**src/rtl/goertzel_bin_scheduler.sv**
```systemverilog
// Goertzel bin scheduler: walks the enabled bins of a frame through one shared
// goertzel_loop_core and hands each bin's T1/T2 downstream over valid/ready.
module goertzel_bin_scheduler #(
  parameter int D_W      = 16,
  parameter int NUM_BINS = 4,
  parameter int BIN_W    = 2,
  parameter int TIMEOUT  = 2048
) (
  input  logic                sys_clk,
  input  logic                sys_rst_n,
  input  logic                frame_ready,
  input  logic [NUM_BINS-1:0] bin_mask,
  input  logic                cfg_we,
  input  logic [BIN_W-1:0]    cfg_addr,
  input  logic [D_W-1:0]      cfg_coeff,
  output logic                core_enable,
  output logic                core_start,
  output logic [D_W-1:0]      core_coeff,
  input  logic                core_done,
  input  logic [D_W-1:0]      core_T1,
  input  logic [D_W-1:0]      core_T2,
  output logic                res_valid,
  input  logic                res_ready,
  output logic [BIN_W-1:0]    res_bin,
  output logic [D_W-1:0]      res_T1,
  output logic [D_W-1:0]      res_T2,
  output logic                busy,
  output logic                sweep_done,
  output logic                overrun,
  output logic                timeout_err
);

  localparam int CNT_W = $clog2(TIMEOUT);
  localparam int IDX_W = BIN_W + 1;

  typedef enum logic [2:0] {
    S_IDLE, S_SCAN, S_LOAD, S_START, S_WAIT, S_EMIT, S_FINISH
  } state_t;

  state_t                state_q, state_d;
  logic [IDX_W-1:0]      idx_q;
  logic [BIN_W-1:0]      idx_lo;
  logic [NUM_BINS-1:0]   mask_q;
  logic [CNT_W-1:0]      wait_cnt_q;
  logic [D_W-1:0]        coeff_tbl [NUM_BINS];
  logic                  idx_in_range;
  logic                  wait_expired;
  logic                  cfg_addr_ok;

  // idx is one bit wider than a bin index so it can step past the last bin
  assign idx_lo       = idx_q[BIN_W-1:0];
  assign idx_in_range = 32'(idx_q) < 32'(NUM_BINS);
  assign wait_expired = wait_cnt_q == CNT_W'(TIMEOUT - 1);
  assign cfg_addr_ok  = 32'(cfg_addr) < 32'(NUM_BINS);
  assign core_enable  = busy;

  always_ff @(posedge sys_clk or negedge sys_rst_n) begin
    if (!sys_rst_n) begin
      for (int unsigned i = 0; i < NUM_BINS; i++) coeff_tbl[i] <= '0;
    end else if (cfg_we && cfg_addr_ok) begin
      coeff_tbl[cfg_addr] <= cfg_coeff;
    end
  end

  always_ff @(posedge sys_clk or negedge sys_rst_n) begin
    if (!sys_rst_n) state_q <= S_IDLE;
    else            state_q <= state_d;
  end

  always_comb begin
    state_d    = state_q;
    core_start = 1'b0;
    sweep_done = 1'b0;
    case (state_q)
      S_IDLE:   if (frame_ready) state_d = S_SCAN;
      S_SCAN: begin
        if (!idx_in_range)       state_d = S_FINISH;
        else if (mask_q[idx_lo]) state_d = S_LOAD;
      end
      S_LOAD:   state_d = S_START;
      S_START: begin
        core_start = 1'b1;
        state_d    = S_WAIT;
      end
      S_WAIT: begin
        if (core_done)         state_d = S_EMIT;
        else if (wait_expired) state_d = S_SCAN;
      end
      S_EMIT:   if (res_ready) state_d = S_SCAN;
      S_FINISH: begin
        sweep_done = 1'b1;
        state_d    = S_IDLE;
      end
      default:  state_d = S_IDLE;
    endcase
  end

  always_ff @(posedge sys_clk or negedge sys_rst_n) begin
    if (!sys_rst_n) begin
      idx_q       <= '0;
      mask_q      <= '0;
      wait_cnt_q  <= '0;
      core_coeff  <= '0;
      res_valid   <= 1'b0;
      res_bin     <= '0;
      res_T1      <= '0;
      res_T2      <= '0;
      busy        <= 1'b0;
      overrun     <= 1'b0;
      timeout_err <= 1'b0;
    end else begin
      // a frame arriving mid-sweep is dropped and only flagged
      overrun <= frame_ready && (state_q != S_IDLE);
      case (state_q)
        S_IDLE: begin
          if (frame_ready) begin
            mask_q      <= bin_mask;
            idx_q       <= '0;
            timeout_err <= 1'b0;
            busy        <= 1'b1;
          end
        end
        S_SCAN: begin
          if (idx_in_range && !mask_q[idx_lo]) idx_q <= idx_q + 1'b1;
        end
        S_LOAD:  core_coeff <= coeff_tbl[idx_lo];
        S_START: wait_cnt_q <= '0;
        S_WAIT: begin
          if (core_done) begin
            res_T1    <= core_T1;
            res_T2    <= core_T2;
            res_bin   <= idx_lo;
            res_valid <= 1'b1;
          end else if (wait_expired) begin
            timeout_err <= 1'b1;
            idx_q       <= idx_q + 1'b1;
          end else begin
            wait_cnt_q <= wait_cnt_q + 1'b1;
          end
        end
        S_EMIT: begin
          if (res_ready) begin
            res_valid <= 1'b0;
            idx_q     <= idx_q + 1'b1;
          end
        end
        S_FINISH: busy <= 1'b0;
        default: ;
      endcase
    end
  end

endmodule

```
**config.mk**
```make
export PLATFORM = sky130hd
export DESIGN_NAME = goertzel_bin_scheduler
export DESIGN_NICKNAME = d
export VERILOG_FILES = /design/src/rtl/goertzel_bin_scheduler.sv
export SDC_FILE = /design/constraint.sdc
export NUM_CORES = 1
export LEC_CHECK = 0
export CORE_MARGIN = 4
export CORE_UTILIZATION = 60
export CTS_BUF_LIST = sky130_fd_sc_hd__clkbuf_8
export DETAILED_ROUTE_END_ITERATION = 7
export DONT_BUFFER_PORTS = 1
export PLACE_DENSITY = 0.84
export REMOVE_ABC_BUFFERS = 1
export SLEW_MARGIN = 20
export SYNTH_ARGS = -nofsm -noshare
export SYNTH_HDL_FRONTEND = slang
export SYNTH_SLANG_ARGS = --single-unit
```
**constraint.sdc**
```tcl
create_clock -name sys_clk -period 2.8 [get_ports sys_clk]
set_clock_uncertainty 0.1 [all_clocks]
set_input_delay 0.7 -clock sys_clk [delete_from_list [all_inputs] [get_ports sys_clk]]
set_output_delay 0.7 -clock sys_clk [all_outputs]
set_load 0.005 [all_outputs]
```
Word-level counts from Yosys, hierarchy flattened --
Cells that the tools add are included.
Operators by class: bitwise gates (word level) 2, $mul 0, muxes and demuxes 35, add/subtract/negate cells 2, reduce and logical (&&, ||, !) cells 19, shift operators 0, equality and inequality tests 16, order comparisons 5, div/mod/pow operators 0
Operators by type and width (count):
- bitwise mux 64 bit | 1
- two-way mux 16 bit | 3
- two-way mux 3 bit | 11
- binary-select mux 16 bit (select 2 bit) | 1
- demux 16 bit (select 2 bit) | 1
- two-way mux 11 bit | 2
- one-hot mux 11 bit (2 select lines) | 1
- one-hot mux 3 bit (6 select lines) | 1
- != test 2 bit, second input constant | 7
- one-hot mux 3 bit (4 select lines) | 1
- adder 11 x 1 -> 11 bit, second input constant | 1
- equality test 11 bit, second input constant | 1
- equality test 3 bit, second input constant | 3
- two-way mux 1 bit | 9
- AND reduction 4 bit | 2
- nonzero test 2 bit | 4
- equality test 3 x 2 -> 1 bit, second input constant | 2
- greater-or-equal comparator 3 bit, second input constant | 2
- != test 3 bit, second input constant | 2
- inverter 2 -> 3 bit | 2
- one-hot mux 1 bit (2 select lines) | 3
- AND reduction 2 bit | 3
- AND reduction 3 bit | 2
- AND reduction 6 bit | 1
- other kinds (11) | 13
Word-level totals: bits in registers 139, bits in latches 0, bits in writable memories 0, memories kept 0, memory bits (read-only) 0, output and inout port bits 57, logic and storage cells 95

Depth between registers and ports, before layout --
word-level depth 6, gate-level depth with buffers 7

Least setup slack after synthesis --
OpenSTA, ideal clock, no wires.
path type reg-to-reg, start register wait_cnt_q[0], end register idx_q[2], data required time 2624 ps, setup time 76 ps, path slack 631 ps, arrival 1993 ps, buffers on the path 0, stages on the path, launching flop included 7, period minus slack after synthesis 2169 ps, cell sequence dfrtp_1 ha_1 nand3_2 or4_4 nor2b_4 or4b_1 o21ai_1
On the way: word-level cells in the longest chain between the ends 3
Ends and longest elaborated chain:
- start, declared | RTL line 44 | logic [CNT_W-1:0] wait_cnt_q;
- start signal, assigned | RTL line 138 | wait_cnt_q <= wait_cnt_q + 1'b1;
- equality test 11 bit | RTL line 53 | assign wait_expired = wait_cnt_q == CNT_W'(TIMEOUT - 1);
- != test 2 bit (no source line)
- AND reduction 6 bit (no source line)
- end signal, assigned | RTL line 124 | if (idx_in_range && !mask_q[idx_lo]) idx_q <= idx_q + 1'b1;
- end signal, assigned | RTL line 136 | idx_q <= idx_q + 1'b1;
- end signal, assigned | RTL line 144 | idx_q <= idx_q + 1'b1;
- end, declared | RTL line 41 | logic [IDX_W-1:0] idx_q;
Every way passes these cells. A chain may end at the register's enable or synchronous reset.

Worst setup path after layout --
Same ends and word-level chain as after synthesis.

==> key figures <==
Floorplanning
  • DIE WIDTH: 107 um
  • Initial Util: 62.8%
  • Die height: 107 um
  • I/O pins: 117
  • Placeable Area: 9420 sq um
  • Die ar.: 11,500 sq um
  • Site row count: 35

Clock network
  • Worst-skew pair later-pin latency: 0.42 ns
  • Root buffer cell: clkbuf_8
  • Clock Path Buffers: 2
  • CTS tree: yes
  • H-tree Lvls: 4
  • Inserted Clock Buffers: 17
  • Clock sink count: 139
  • Worst-path clk slew: 0.08 ns

Setup path
  • CP required: 3.05 ns
  • Max incr delay on CP: 0.58 ns
  • Worst-path fanout max: 6
  • Setup crit start kind: register
  • Reg2reg end: idx_q[2]
  • Crit path cell chain: ha_1 > nand3_2 > or4_4 > nor2b_4 > or4b_1 > o21ai_1
  • Worst flop-to-flop path startpoint: wait_cnt_q[0]
  • R2r worst-path depth: 6
  • Crit Path Class: register to register
  • Crit. End Element: register
  • Arrival @ worst endpoint: 2.58 ns
  • Reg2reg setup slack: 0.47 ns
  • Slowest stage cell, crit path: or4_4

Finish
  • Layout net count: 477
  • Final-layout fill cell count: 676
  • Reg area: 3480 sq um
  • Fraction of layout cells with a size suffix above 1: 42.5%
  • # diodes: 0
  • Post-route cell area: 6440 sq um
  • Multi-input gate area: 2340 sq um
  • Layout overhead on the synthesized area: 9.00%

Synth
  • Yosys Warn Count: 0
  • Synth Flop Type: dfrtp_1
  • Mapped Area: 5910 sq um
  • Post-synthesis mux area share: 28.9%
  • Post-Synth Simple-Gate Area: 5.57%
  • Asr flop ratio synth: 100%
  • Mean Syn Cell Area: 14.6 sq um
  • Post-synthesis sequential area ratio: 58.8%
  • Main combinational cell family by area after synthesis: multiplexers
  • Synth area leaders: dfrtp_1 59%, mux2_2 22%, mux4_2 6.1%
  • Post-Synth XOR/XNOR Area: 0%
  • Synth Area in Adders: 0.423%
  • Yosys reg bits: 139
  • Synth area leader: dfrtp_1
  • Synth cell types: 41
  • Share of Yosys cell area claimed by the top area cell type: 58.8%
  • Synthesized instance count: 405
  • EDFF count, synth: 0
  • Synth Area in Compound Gates: 4.51%

Min path
  • Hold Path Class: input port to asynchronous set/reset pin

Run
  • Max Cap Viol: 0

Placement
  • Hpwl dp: 7320 um
  • Post-placement cell area: 6070 sq um
  • Routability congestion estimate from global placement: 0.826
  • Count of buffers from port buffering: 0

Global route
  • First-pass GRT wire length: 17,900 um
  • Global Route Usage Sum: 20.1%
  • Final global-route overflow total: 0
  • Initial antenna violation count: 1
  • Largest net degree at the start of global routing: 140
  • Number of global-route vias before repair: 3,588

Timing
  • Unrepaired setup endpoints after global routing: false
  • Hold WS: -0.135 ns
  • Period utilization: 83.2%
  • Rel. slew slack: 65.8%
  • Least-Margin Pin Slew: 0.513 ns
  • Peak Freq: 429 MHz
  • Final hold viol count: 139
  • Final Critical Period: 2.33 ns
  • Final Setup Violations: 0
  • Max Slew Vio Count: 0

Routing
  • Detail Route Antenna Nets: 0
  • DR WL/cell: 19.7 um
  • Vias: 3,353
  • DR vias/cell: 6.02
  • Final wirelength: 11,000 um
  • # DRC: 0
  • Initial drt markers: 146
  • Detailed Routing Iterations Pass 1: 4

Status
  • Outcome: finished with violations
  • Failing checks: hold timing

Power
  • Leak: 0.00274 uW
  • Worst vdd ir: 0.000463 V
  • PD cells: 937 nW/um^2
==> where the power goes <==
part | internal (uW) | switching, uW
Combinational | 878 | 563
Clock | 727 | 757
Sequential | 2630 | 481
Total | 4240 | 1800
==> through the flow <==
step	instances	util [%]	setup TNS (ns)	power, uW	setup slack [ns]
floorplan	386	-	-12.17	4210	-0.358
global placement	525	64.5	0	4530	0.560
detailed placement	525	64.5	0	4630	0.490
CTS	557	68.4	0	6120	0.455
global route	557	68.4	0	6420	0.267
finish	557	68.4	0	6040	0.471
==> layout by cell type, fill, tap and decap left out, types with 2 or more instances in the layout <==
| cell | count |
|---|---|
| a21oi_1 | 7 |
| and2_1 | 3 |
| buf_4 | 10 |
| clkbuf_8 | 18 |
| clkinv_2 | 4 |
| clkinv_4 | 3 |
| clkinvlp_4 | 2 |
| dfrtp_1 | 139 |
| ha_1 | 2 |
| inv_1 | 6 |
| inv_6 | 3 |
| mux2_2 | 118 |
| mux2i_1 | 2 |
| mux4_2 | 16 |
| nand2_1 | 13 |
| nand2b_1 | 3 |
| nand3_1 | 6 |
| nand3b_1 | 3 |
| nor2_1 | 14 |
| nor2_2 | 2 |
| nor2b_1 | 4 |
| nor3_1 | 2 |
| o21ai_0 | 17 |
| o21bai_1 | 3 |
| o31ai_1 | 4 |
| o41ai_1 | 4 |
==> cells in the mapped netlist, types with 2 or more instances <==
cell type	number
nor2_1	16
nand2_1	13
nor2b_1	4
clkbuf_1	11
inv_1	5
buf_2	7
nand3b_1	3
mux2_2	118
ha_1	2
o41ai_1	4
mux4_2	16
nor3_1	2
o31ai_1	4
nand3_1	6
a21oi_1	7
nand2b_1	3
dfrtp_1	139
mux2i_1	2
o21ai_0	17
o21bai_1	3
and2_1	3
==> routing by layer <==
metal	vias to the layer above	track usage, %	routed length (um)
met5	-	0	19
met4	2	7.21	144
met3	13	6.66	685
met2	97	33.3	5800
met1	1737	24.8	4340
li1	1504	-	-
==> what timing repair did <==
item,in CTS,in global routing
hold endpoints to repair,139,139
gates resized for setup,0,0
setup buffers,0,0
==> state kept, by name (all words and copies together), names as in the netlist, 2 cells and up <==
register and count:
coeff_tbl 64, idx_q 3, state_q 3, res_T1 16
core_coeff 16, wait_cnt_q 11, mask_q 4, res_T2 16
res_bin 2
==> kinds of logic (layout without fill, tap and decap cells) <==
family | count (synthesis) | count (layout)
AO/OA/AOI/OAI | 43 | 43
adder cells (fa/ha/maj) | 2 | 2
buffers and inverters | 24 | 47
flip-flops | 139 | 139
multiplexers | 136 | 136
AND/OR/NAND/NOR | 61 | 61
==> critical path: cells and delay by family (launching register included) <==
family | cells | cell delay (ns)
fa+ha+maj | 1 | 0.25
compound gates | 1 | 0.13
simple gates | 4 | 1.38
flops | 1 | 0.40
==> worst max-delay path by stage <==
stage / endpoint / from
2_1_floorplan: res_bin[0] / state_q[2]
3_3_place_gp: idx_q[2] / wait_cnt_q[0]
3_5_place_dp: idx_q[2] / wait_cnt_q[0]
4_1_cts: core_start / state_q[0]
5_1_grt: wait_cnt_q[9] / state_q[2]
6_report: idx_q[2] / wait_cnt_q[0]
==> area by class of cell <==
class	instances	share of cell area [%]
flip-flops and latches	139	54.0
clock buffers	18	3.85
well taps	129	2.51
repair buffers	10	1.17
clock inverters	14	1.88
multi-input cells	242	36.3
inverters	5	0.291
Note: power is estimated with default switching activity, not from simulation.
